## src/rtl/matrix_addr_seq_pkg.sv

```systemverilog
// Shared definitions for the matrix-multiply address sequencer.
// Holds the sequencer state encoding and the default address and
// dimension widths used by the interface, the counters and the top.
package matrix_seq_pkg;

    localparam int DEF_AW = 8;
    localparam int DEF_DW = 8;

    // IDLE waits for start, RUN issues beats, HOLD parks after a run
    // until start is released so a held start cannot retrigger.
    typedef enum logic [1:0] {
        ST_IDLE = 2'd0,
        ST_RUN  = 2'd1,
        ST_HOLD = 2'd2
    } state_t;

endpackage

```

## src/rtl/matrix_addr_seq_if.sv

```systemverilog
// Control / configuration / beat bus of the matrix address sequencer.
// master: the controller that requests runs and consumes beats.
// slave : the sequencer itself.
//   i_start, i_abort, i_stall        run control and back-pressure
//   i_m, i_k, i_n                    matrix dimensions (DW bits)
//   i_base_a, i_base_b, i_base_c     memory base addresses (AW bits)
//   i_b_trans                        B stored transposed (N x K)
//   o_a_adr, o_b_adr, o_c_adr        beat addresses
//   o_valid, o_first, o_last         beat qualifiers
//   o_busy, o_done, o_err            run status
interface matrix_addr_seq_if #(
    parameter int AW = matrix_seq_pkg::DEF_AW,
    parameter int DW = matrix_seq_pkg::DEF_DW
) ();

    logic          i_start;
    logic          i_abort;
    logic          i_stall;
    logic [DW-1:0] i_m;
    logic [DW-1:0] i_k;
    logic [DW-1:0] i_n;
    logic [AW-1:0] i_base_a;
    logic [AW-1:0] i_base_b;
    logic [AW-1:0] i_base_c;
    logic          i_b_trans;
    logic [AW-1:0] o_a_adr;
    logic [AW-1:0] o_b_adr;
    logic [AW-1:0] o_c_adr;
    logic          o_valid;
    logic          o_first;
    logic          o_last;
    logic          o_busy;
    logic          o_done;
    logic          o_err;

    modport master (
        output i_start, i_abort, i_stall, i_m, i_k, i_n,
               i_base_a, i_base_b, i_base_c, i_b_trans,
        input  o_a_adr, o_b_adr, o_c_adr, o_valid, o_first, o_last,
               o_busy, o_done, o_err
    );

    modport slave (
        input  i_start, i_abort, i_stall, i_m, i_k, i_n,
               i_base_a, i_base_b, i_base_c, i_b_trans,
        output o_a_adr, o_b_adr, o_c_adr, o_valid, o_first, o_last,
               o_busy, o_done, o_err
    );

endinterface

```

## src/rtl/matrix_addr_seq_wrap_cnt.sv

```systemverilog
// Loop index counter for the sequencer: counts 0..i_last and wraps to
// zero on the enabled step after the terminal value.
//   i_clk, i_rst_n  clock, asynchronous active-low reset
//   i_clr           synchronous clear to zero (wins over i_en)
//   i_en            advance one step
//   i_last          terminal value (loop length - 1)
//   o_cnt           current index
//   o_tc            index equals i_last; chains as the next loop's enable
module mat_wrap_cnt
    import matrix_seq_pkg::*;
#(
    parameter int W = DEF_DW
) (
    input  logic         i_clk,
    input  logic         i_rst_n,
    input  logic         i_clr,
    input  logic         i_en,
    input  logic [W-1:0] i_last,
    output logic [W-1:0] o_cnt,
    output logic         o_tc
);

    logic [W-1:0] cnt_r;
    logic [W-1:0] cnt_nxt_s;

    assign o_cnt = cnt_r;
    assign o_tc  = (cnt_r == i_last);

    // Next index: clear, wrap at terminal, increment, or hold.
    always_comb begin
        cnt_nxt_s = cnt_r;
        if (i_clr) begin
            cnt_nxt_s = {W{1'b0}};
        end else if (i_en) begin
            if (o_tc) begin
                cnt_nxt_s = {W{1'b0}};
            end else begin
                cnt_nxt_s = cnt_r + W'(1'b1);
            end
        end else begin
            cnt_nxt_s = cnt_r;
        end
    end

    // Index register.
    always_ff @(posedge i_clk or negedge i_rst_n) begin
        if (!i_rst_n) begin
            cnt_r <= {W{1'b0}};
        end else begin
            cnt_r <= cnt_nxt_s;
        end
    end

endmodule

```

## src/rtl/matrix_addr_seq.sv

```systemverilog
// Address sequencer for C[MxN] = A[MxK] * B. One A/B read address pair
// per beat, loop order n (outer), m, k (inner); the C write address is
// meaningful on the last beat of each dot product. Addresses are built
// incrementally (no multipliers) and wrap modulo 2^AW.
//   i_clk, i_rst_n  clock, asynchronous active-low reset
//   bus (slave)     start/abort/stall, dimensions, bases, transpose mode,
//                   beat addresses and flags, busy/done/err status
module matrix_addr_seq
    import matrix_seq_pkg::*;
#(
    parameter int AW = DEF_AW,
    parameter int DW = DEF_DW
) (
    input  logic             i_clk,
    input  logic             i_rst_n,
    matrix_addr_seq_if.slave bus
);

    state_t        state_r;
    state_t        state_nxt_s;
    logic          load_s;
    logic          consume_s;
    logic          final_s;
    logic          zero_dim_s;
    logic          run_nxt_s;
    logic          done_nxt_s;
    logic          err_nxt_s;
    logic          first_nxt_s;
    logic          last_nxt_s;

    logic [DW-1:0] m_len_r;
    logic [DW-1:0] k_len_r;
    logic [DW-1:0] n_len_r;
    logic [AW-1:0] base_a_r;
    logic          b_trans_r;

    logic [AW-1:0] a_adr_r;
    logic [AW-1:0] b_adr_r;
    logic [AW-1:0] c_adr_r;
    logic [AW-1:0] b_row_r;   // b restart point at k wrap
    logic [AW-1:0] c_col_r;   // base_c + n
    logic [AW-1:0] b_k_step_s;
    logic [AW-1:0] b_row_step_s;

    logic [DW-1:0] k_cnt_s;
    logic [DW-1:0] m_cnt_unused_s;
    logic [DW-1:0] n_cnt_unused_s;
    logic          k_tc_s;
    logic          m_tc_s;
    logic          n_tc_s;

    logic          valid_r;
    logic          first_r;
    logic          last_r;
    logic          busy_r;
    logic          done_r;
    logic          err_r;

    assign zero_dim_s = (bus.i_m == {DW{1'b0}}) || (bus.i_k == {DW{1'b0}}) ||
                        (bus.i_n == {DW{1'b0}});
    assign final_s    = k_tc_s && m_tc_s && n_tc_s;
    assign run_nxt_s  = (state_nxt_s == ST_RUN);

    // Non-transposed B walks a column (stride N) and steps one column per
    // m wrap; transposed B walks a row (stride 1) and steps one row of K.
    assign b_k_step_s   = b_trans_r ? AW'(1'b1) : AW'(n_len_r);
    assign b_row_step_s = b_trans_r ? AW'(k_len_r) : AW'(1'b1);

    // Next state plus the load / consume / completion strobes.
    always_comb begin
        state_nxt_s = state_r;
        load_s      = 1'b0;
        consume_s   = 1'b0;
        done_nxt_s  = 1'b0;
        err_nxt_s   = 1'b0;
        case (state_r)
            ST_IDLE: begin
                if (bus.i_start) begin
                    if (zero_dim_s) begin
                        state_nxt_s = ST_HOLD;
                        done_nxt_s  = 1'b1;
                        err_nxt_s   = 1'b1;
                    end else begin
                        state_nxt_s = ST_RUN;
                        load_s      = 1'b1;
                    end
                end else begin
                    state_nxt_s = ST_IDLE;
                end
            end
            ST_RUN: begin
                if (bus.i_abort) begin
                    state_nxt_s = ST_HOLD;
                    done_nxt_s  = 1'b1;
                    err_nxt_s   = 1'b1;
                end else if (!bus.i_stall) begin
                    consume_s = 1'b1;
                    if (final_s) begin
                        state_nxt_s = ST_HOLD;
                        done_nxt_s  = 1'b1;
                    end else begin
                        state_nxt_s = ST_RUN;
                    end
                end else begin
                    state_nxt_s = ST_RUN;
                end
            end
            ST_HOLD: begin
                if (bus.i_start) begin
                    state_nxt_s = ST_HOLD;
                end else begin
                    state_nxt_s = ST_IDLE;
                end
            end
            default: begin
                state_nxt_s = ST_IDLE;
            end
        endcase
    end

    // State register.
    always_ff @(posedge i_clk or negedge i_rst_n) begin
        if (!i_rst_n) begin
            state_r <= ST_IDLE;
        end else begin
            state_r <= state_nxt_s;
        end
    end

    // Configuration capture on a start seen in IDLE; frozen otherwise.
    always_ff @(posedge i_clk or negedge i_rst_n) begin
        if (!i_rst_n) begin
            m_len_r   <= {DW{1'b0}};
            k_len_r   <= {DW{1'b0}};
            n_len_r   <= {DW{1'b0}};
            base_a_r  <= {AW{1'b0}};
            b_trans_r <= 1'b0;
        end else if ((state_r == ST_IDLE) && bus.i_start) begin
            m_len_r   <= bus.i_m;
            k_len_r   <= bus.i_k;
            n_len_r   <= bus.i_n;
            base_a_r  <= bus.i_base_a;
            b_trans_r <= bus.i_b_trans;
        end else begin
            m_len_r   <= m_len_r;
            k_len_r   <= k_len_r;
            n_len_r   <= n_len_r;
            base_a_r  <= base_a_r;
            b_trans_r <= b_trans_r;
        end
    end

    mat_wrap_cnt #(.W(DW)) u_k_cnt (
        .i_clk   (i_clk),
        .i_rst_n (i_rst_n),
        .i_clr   (load_s),
        .i_en    (consume_s),
        .i_last  (k_len_r - DW'(1'b1)),
        .o_cnt   (k_cnt_s),
        .o_tc    (k_tc_s)
    );

    mat_wrap_cnt #(.W(DW)) u_m_cnt (
        .i_clk   (i_clk),
        .i_rst_n (i_rst_n),
        .i_clr   (load_s),
        .i_en    (consume_s && k_tc_s),
        .i_last  (m_len_r - DW'(1'b1)),
        .o_cnt   (m_cnt_unused_s),
        .o_tc    (m_tc_s)
    );

    mat_wrap_cnt #(.W(DW)) u_n_cnt (
        .i_clk   (i_clk),
        .i_rst_n (i_rst_n),
        .i_clr   (load_s),
        .i_en    (consume_s && k_tc_s && m_tc_s),
        .i_last  (n_len_r - DW'(1'b1)),
        .o_cnt   (n_cnt_unused_s),
        .o_tc    (n_tc_s)
    );

    // Beat flags for the next cycle, derived from the next k index.
    always_comb begin
        first_nxt_s = first_r;
        last_nxt_s  = last_r;
        if (!run_nxt_s) begin
            first_nxt_s = 1'b0;
            last_nxt_s  = 1'b0;
        end else if (load_s) begin
            first_nxt_s = 1'b1;
            last_nxt_s  = (bus.i_k == DW'(1'b1));
        end else if (consume_s) begin
            first_nxt_s = k_tc_s;
            if (k_tc_s) begin
                last_nxt_s = (k_len_r == DW'(1'b1));
            end else begin
                last_nxt_s = ((k_cnt_s + DW'(1'b1)) == (k_len_r - DW'(1'b1)));
            end
        end else begin
            first_nxt_s = first_r;
            last_nxt_s  = last_r;
        end
    end

    // Incremental address generation; cleared whenever not running.
    always_ff @(posedge i_clk or negedge i_rst_n) begin
        if (!i_rst_n) begin
            a_adr_r <= {AW{1'b0}};
            b_adr_r <= {AW{1'b0}};
            c_adr_r <= {AW{1'b0}};
            b_row_r <= {AW{1'b0}};
            c_col_r <= {AW{1'b0}};
        end else if (load_s) begin
            a_adr_r <= bus.i_base_a;
            b_adr_r <= bus.i_base_b;
            c_adr_r <= bus.i_base_c;
            b_row_r <= bus.i_base_b;
            c_col_r <= bus.i_base_c;
        end else if (!run_nxt_s) begin
            a_adr_r <= {AW{1'b0}};
            b_adr_r <= {AW{1'b0}};
            c_adr_r <= {AW{1'b0}};
            b_row_r <= {AW{1'b0}};
            c_col_r <= {AW{1'b0}};
        end else if (consume_s) begin
            if (k_tc_s && m_tc_s) begin
                // m wraps: next output column n+1 starts from row 0
                a_adr_r <= base_a_r;
                b_adr_r <= b_row_r + b_row_step_s;
                b_row_r <= b_row_r + b_row_step_s;
                c_adr_r <= c_col_r + AW'(1'b1);
                c_col_r <= c_col_r + AW'(1'b1);
            end else if (k_tc_s) begin
                // next row of A, same B column, C moves down one row
                a_adr_r <= a_adr_r + AW'(1'b1);
                b_adr_r <= b_row_r;
                c_adr_r <= c_adr_r + AW'(n_len_r);
            end else begin
                a_adr_r <= a_adr_r + AW'(1'b1);
                b_adr_r <= b_adr_r + b_k_step_s;
            end
        end else begin
            a_adr_r <= a_adr_r;
            b_adr_r <= b_adr_r;
            c_adr_r <= c_adr_r;
            b_row_r <= b_row_r;
            c_col_r <= c_col_r;
        end
    end

    // Registered beat qualifiers and run status.
    always_ff @(posedge i_clk or negedge i_rst_n) begin
        if (!i_rst_n) begin
            valid_r <= 1'b0;
            first_r <= 1'b0;
            last_r  <= 1'b0;
            busy_r  <= 1'b0;
            done_r  <= 1'b0;
            err_r   <= 1'b0;
        end else begin
            valid_r <= run_nxt_s;
            first_r <= first_nxt_s;
            last_r  <= last_nxt_s;
            busy_r  <= run_nxt_s;
            done_r  <= done_nxt_s;
            err_r   <= err_nxt_s;
        end
    end

    assign bus.o_a_adr = a_adr_r;
    assign bus.o_b_adr = b_adr_r;
    assign bus.o_c_adr = c_adr_r;
    assign bus.o_valid = valid_r;
    assign bus.o_first = first_r;
    assign bus.o_last  = last_r;
    assign bus.o_busy  = busy_r;
    assign bus.o_done  = done_r;
    assign bus.o_err   = err_r;

endmodule

```

## src/flat_wrapper.sv

```systemverilog
// flat-port wrapper written by rule: the top's interface ports become plain ports
module matrix_addr_seq_flat import matrix_seq_pkg::*;
#(
    parameter int AW = DEF_AW,
    parameter int DW = DEF_DW
)
  (i_clk, i_rst_n, bus_i_start, bus_i_abort, bus_i_stall, bus_i_m, bus_i_k, bus_i_n, bus_i_base_a, bus_i_base_b, bus_i_base_c, bus_i_b_trans, bus_o_a_adr, bus_o_b_adr, bus_o_c_adr, bus_o_valid, bus_o_first, bus_o_last, bus_o_busy, bus_o_done, bus_o_err);
  matrix_addr_seq_if #(.AW(AW), .DW(DW)) bus_i ();
  input  logic i_clk;
  input  logic i_rst_n;
  input wire logic [$bits(bus_i.i_start)-1:0] bus_i_start;
  input wire logic [$bits(bus_i.i_abort)-1:0] bus_i_abort;
  input wire logic [$bits(bus_i.i_stall)-1:0] bus_i_stall;
  input wire logic [$bits(bus_i.i_m)-1:0] bus_i_m;
  input wire logic [$bits(bus_i.i_k)-1:0] bus_i_k;
  input wire logic [$bits(bus_i.i_n)-1:0] bus_i_n;
  input wire logic [$bits(bus_i.i_base_a)-1:0] bus_i_base_a;
  input wire logic [$bits(bus_i.i_base_b)-1:0] bus_i_base_b;
  input wire logic [$bits(bus_i.i_base_c)-1:0] bus_i_base_c;
  input wire logic [$bits(bus_i.i_b_trans)-1:0] bus_i_b_trans;
  output wire logic [$bits(bus_i.o_a_adr)-1:0] bus_o_a_adr;
  output wire logic [$bits(bus_i.o_b_adr)-1:0] bus_o_b_adr;
  output wire logic [$bits(bus_i.o_c_adr)-1:0] bus_o_c_adr;
  output wire logic [$bits(bus_i.o_valid)-1:0] bus_o_valid;
  output wire logic [$bits(bus_i.o_first)-1:0] bus_o_first;
  output wire logic [$bits(bus_i.o_last)-1:0] bus_o_last;
  output wire logic [$bits(bus_i.o_busy)-1:0] bus_o_busy;
  output wire logic [$bits(bus_i.o_done)-1:0] bus_o_done;
  output wire logic [$bits(bus_i.o_err)-1:0] bus_o_err;
  assign bus_i.i_start = bus_i_start;
  assign bus_i.i_abort = bus_i_abort;
  assign bus_i.i_stall = bus_i_stall;
  assign bus_i.i_m = bus_i_m;
  assign bus_i.i_k = bus_i_k;
  assign bus_i.i_n = bus_i_n;
  assign bus_i.i_base_a = bus_i_base_a;
  assign bus_i.i_base_b = bus_i_base_b;
  assign bus_i.i_base_c = bus_i_base_c;
  assign bus_i.i_b_trans = bus_i_b_trans;
  assign bus_o_a_adr = bus_i.o_a_adr;
  assign bus_o_b_adr = bus_i.o_b_adr;
  assign bus_o_c_adr = bus_i.o_c_adr;
  assign bus_o_valid = bus_i.o_valid;
  assign bus_o_first = bus_i.o_first;
  assign bus_o_last = bus_i.o_last;
  assign bus_o_busy = bus_i.o_busy;
  assign bus_o_done = bus_i.o_done;
  assign bus_o_err = bus_i.o_err;
  matrix_addr_seq #(.AW(AW), .DW(DW)) u_core (.i_clk(i_clk), .i_rst_n(i_rst_n), .bus(bus_i));
endmodule
```

## config.mk

```make
export PLATFORM = sky130hd
export DESIGN_NAME = matrix_addr_seq_flat
export DESIGN_NICKNAME = d
export VERILOG_FILES = /design/src/rtl/matrix_addr_seq_pkg.sv /design/src/rtl/matrix_addr_seq_if.sv /design/src/rtl/matrix_addr_seq_wrap_cnt.sv /design/src/rtl/matrix_addr_seq.sv /design/src/flat_wrapper.sv
export SDC_FILE = /design/constraint.sdc
export NUM_CORES = 1
export LEC_CHECK = 0
export BUFFER_PORTS_ARGS = -buffer_cell sky130_fd_sc_hd__buf_2
export CAP_MARGIN = 20
export CORE_UTILIZATION = 50
export DETAILED_ROUTE_END_ITERATION = 10
export GPL_TIMING_DRIVEN = 0
export PLACE_DENSITY = 0.67
export SYNTH_ARGS = -nofsm -noshare
export SYNTH_HDL_FRONTEND = slang
export SYNTH_SLANG_ARGS = --single-unit
```

## constraint.sdc

```tcl
create_clock -name i_clk -period 5.4 [get_ports i_clk]
set_input_delay 0.27 -clock i_clk [delete_from_list [all_inputs] [get_ports i_clk]]
set_output_delay 0.27 -clock i_clk [all_outputs]
set_load 0.05 [all_outputs]
```

==> run summary <==
cell repeated most along the worst path - nand2_1
Die Ht - 121.0 um
Initial Util - 51.23%
CTS tree - done
Worst Path Buf+Inv - 2
R2R setup slack - 1570 ps
ranking of synthesized cells by area - dfrtp_1 37%, xnor2_1 5.6%, ha_1 5.3%
worst stage delay on the critical path - 810 ps
CP Capture Type - flip-flop
Syn Inst Count - 777
number of max-cap violations - 0
ANT cells - 0
htree depth - 3
Post-synth EDFFs - 0
Num CTS Buffers - 9
peak supply drop - 0.3104 mV
Tot GR Track Use - 30.10%
run status - complete, no violations
Slew @ Worst Pin - 954.3 ps
vias in the first global route - 6338
via count - 6477
Hold Path Depth - 3
slew margin rel. - 36.04%
Leakage - 3.633 nW
hold endpoint - u_core.k_len_r[6]
Ports - 84
worst hold slack - 119.0 ps
area post-placement - 7754 um2
Root Buffer - clkbuf_16
Final Cell Area - 8075 um2
type of the worst min-delay path - input pin to flip-flop
fmax - 261.3 MHz
CTS clock-pin slew for the worst setup and hold paths - 80 ps
wire per inst - 20.03 um
syn_nets - 864
CP cell instances - inv_1 -> ha_1 -> xor2_1 -> nand2_1 -> or3_1 -> nor3_2 -> clkbuf_1 -> nand2_1 -> mux2i_1 -> a211oi_1
GRT overflow - 0
Setup Fix Bufs, Post-CTS - 0
Worst Setup Path Type - flip-flop to flip-flop
antenna violations before repair - 0
Worst Hold Launch - bus_i_k[6]
top cell family by delay on the critical path - simple AND/OR/NAND/NOR gates
Critical Path RT - 5670 ps
Remaining DRCs - 0
Layout Skew - 10.72 ps
slowest CP cell - nor3_2
Yosys warning count - 0
first-pass GRT wire length - 33.40 mm
fraction of registers with async set/reset - 100.0%
CP startpoint kind - flip-flop
CTS max path bufs - 2
cell taking the most area after synthesis - dfrtp_1
number of DRC markers in iteration 0 - 573
Yosys top cell area share - 36.74%
IO Port Bufs - 83
Area Overhead vs Synth - 14.01%
synth unique cells - 71
crit path max fanout - 10
# setup viols final - 0
Die X - 121.0 um
Final GP Congestion - 0.9262
top-count cell post-synth - dfrtp_1
Pins Over Slew Limit - 0
worst-skew pair later-pin latency - 360 ps
TritonCTS Sinks - 104
hpwl dp - 15.67 mm
Post-Route WL - 21.21 mm
largest net degree at the start of global routing - 63
count of state elements after synthesis - 104
min Tclk post-route - 3828 ps
row count - 43
fin crit share - 70.88%
post-synthesis cell area - 7083 um2
Die ar. - 14650 um2
Routed Antenna Nets - 0
setup TNS - 0 ps
reg2reg start - u_core.m_len_r[0]
Pwr per Cell Area - 574.0 nW/um2
Vias per Instance - 6.116
Seq/Total Area, Yosys - 36.74%
mean area per synthesized cell - 9.116 um2
share of cells above drive strength 1 - 18.20%
Hold Vio Cnt, Final - 0
Synth Flop Type - dfrtp_1
top cells by count, synth - 104 x dfrtp_1, 67 x nand2_1, 67 x nor2_1, 51 x a21oi_1, 45 x xnor2_1
TritonRoute pass-1 iters - 5
NumNets Final - 961
reg-to-reg endpoint - u_core.bus.o_a_adr[7]
RSZ-0062 raised after global routing - false
Reg2Reg Depth - 10
arrival time at the worst endpoint - 4090 ps
Core Area - 13830 um2
[worst max path at each step]
stage	startpoint	to	slack (ps)	cells past startpoint
after CTS	u_core.m_len_r[0]	u_core.bus.o_a_adr[2]	1620	10
after global placement	u_core.m_len_r[0]	u_core.bus.o_c_adr[6]	1710	10
after global routing	u_core.m_len_r[0]	u_core.bus.o_a_adr[2]	1360	10
after floorplan	u_core.m_len_r[0]	u_core.bus.o_a_adr[2]	2560	10
final	u_core.m_len_r[0]	u_core.bus.o_a_adr[7]	1570	10
after detailed placement	u_core.m_len_r[0]	u_core.bus.o_a_adr[7]	1670	10
[where the power goes]
| group | leakage (nW) | switching [mW] | internal (mW) | total [mW] |
|---|---|---|---|---|
| Clock | 0.152 | 0.319 | 0.378 | 0.697 |
| Combinational | 2.14 | 1.55 | 0.983 | 2.53 |
| Sequential | 1.34 | 0.368 | 1.04 | 1.41 |
[state kept, by name (all words and copies together), names as in the netlist, 2 cells and up]
| name | flops |
|---|---|
| u_core.u_n_cnt.o_cnt | 8 |
| u_core.u_k_cnt.o_cnt | 8 |
| u_core.m_len_r | 8 |
| u_core.base_a_r | 8 |
| u_core.k_len_r | 8 |
| u_core.c_col_r | 8 |
| u_core.state_r | 2 |
| u_core.n_len_r | 8 |
| u_core.bus.o_b_adr | 8 |
| u_core.b_row_r | 8 |
| u_core.bus.o_a_adr | 8 |
| u_core.bus.o_c_adr | 8 |
| u_core.u_m_cnt.o_cnt | 8 |
[cell type report]
type | count | area, um2
Timing Repair Buffer | 86 | 460.4
Multi-Input combinational cell | 614 | 4232
Fill cell | 1220 | 5752
Clock inverter | 5 | 63.81
Sequential cell | 104 | 2603
Clock buffer | 11 | 242.7
Inverter | 24 | 90.09
Buffer | 35 | 158.9
Tap cell | 180 | 225.2
[placed cells by master, fill, tap and decap left out, types with 24 or more instances in the layout]
master     n
a21oi_1   51
buf_2     92
dfrtp_1  104
ha_1      30
inv_1     24
mux2_2    29
nand2_1   67
nand3_1   29
nor2_1    67
o21ai_0   33
xnor2_1   45
xor2_1    26
[cells by family (layout without fill, tap and decap cells)]
family | Yosys count | after routing | synth area share [%]
compound gates | 188 | 188 | 17.93
xor+xnor | 72 | 72 | 9.097
fa+ha+maj | 33 | 33 | 6.147
buf+inv | 59 | 161 | 3.515
flops | 104 | 104 | 36.74
mux | 44 | 44 | 6.730
simple gates | 277 | 277 | 19.84
[layer usage]
layer / vias to the layer above / wire length [um] / global-route usage (%)
met2: 261 / 9944 / 48.82
met3: 37 / 1444 / 5.498
li1: 3020 / - / -
met5: - / 0 / 0
met4: 0 / 513 / 9.722
met1: 3159 / 9308 / 40.49
[through the flow]
stage	worst slack, ps	instances	total power [mW]	utilization [%]
2_1_floorplan	2564	777	3.222	-
3_3_place_gp	1709	1040	3.799	55.86
3_5_place_dp	1668	1041	3.887	56.08
4_1_cts	1621	1058	4.610	58.37
5_1_grt	1361	1059	4.932	58.40
6_report	1572	1059	4.635	58.40
[repair_timing]
action                    CTS  global route
hold endpoints to repair   42             0
resized for setup           0             0
hold buffers                1             0
[worst register-to-register path, cell delays in order (launching register included)]
cell and delay, ps:
dfrtp_1 450, inv_1 80, ha_1 310, xor2_1 160, nand2_1 80, or3_1 440
nor3_2 810, clkbuf_1 480, nand2_1 440, mux2i_1 230, a211oi_1 270
Power figures use the tool's default switching activity.
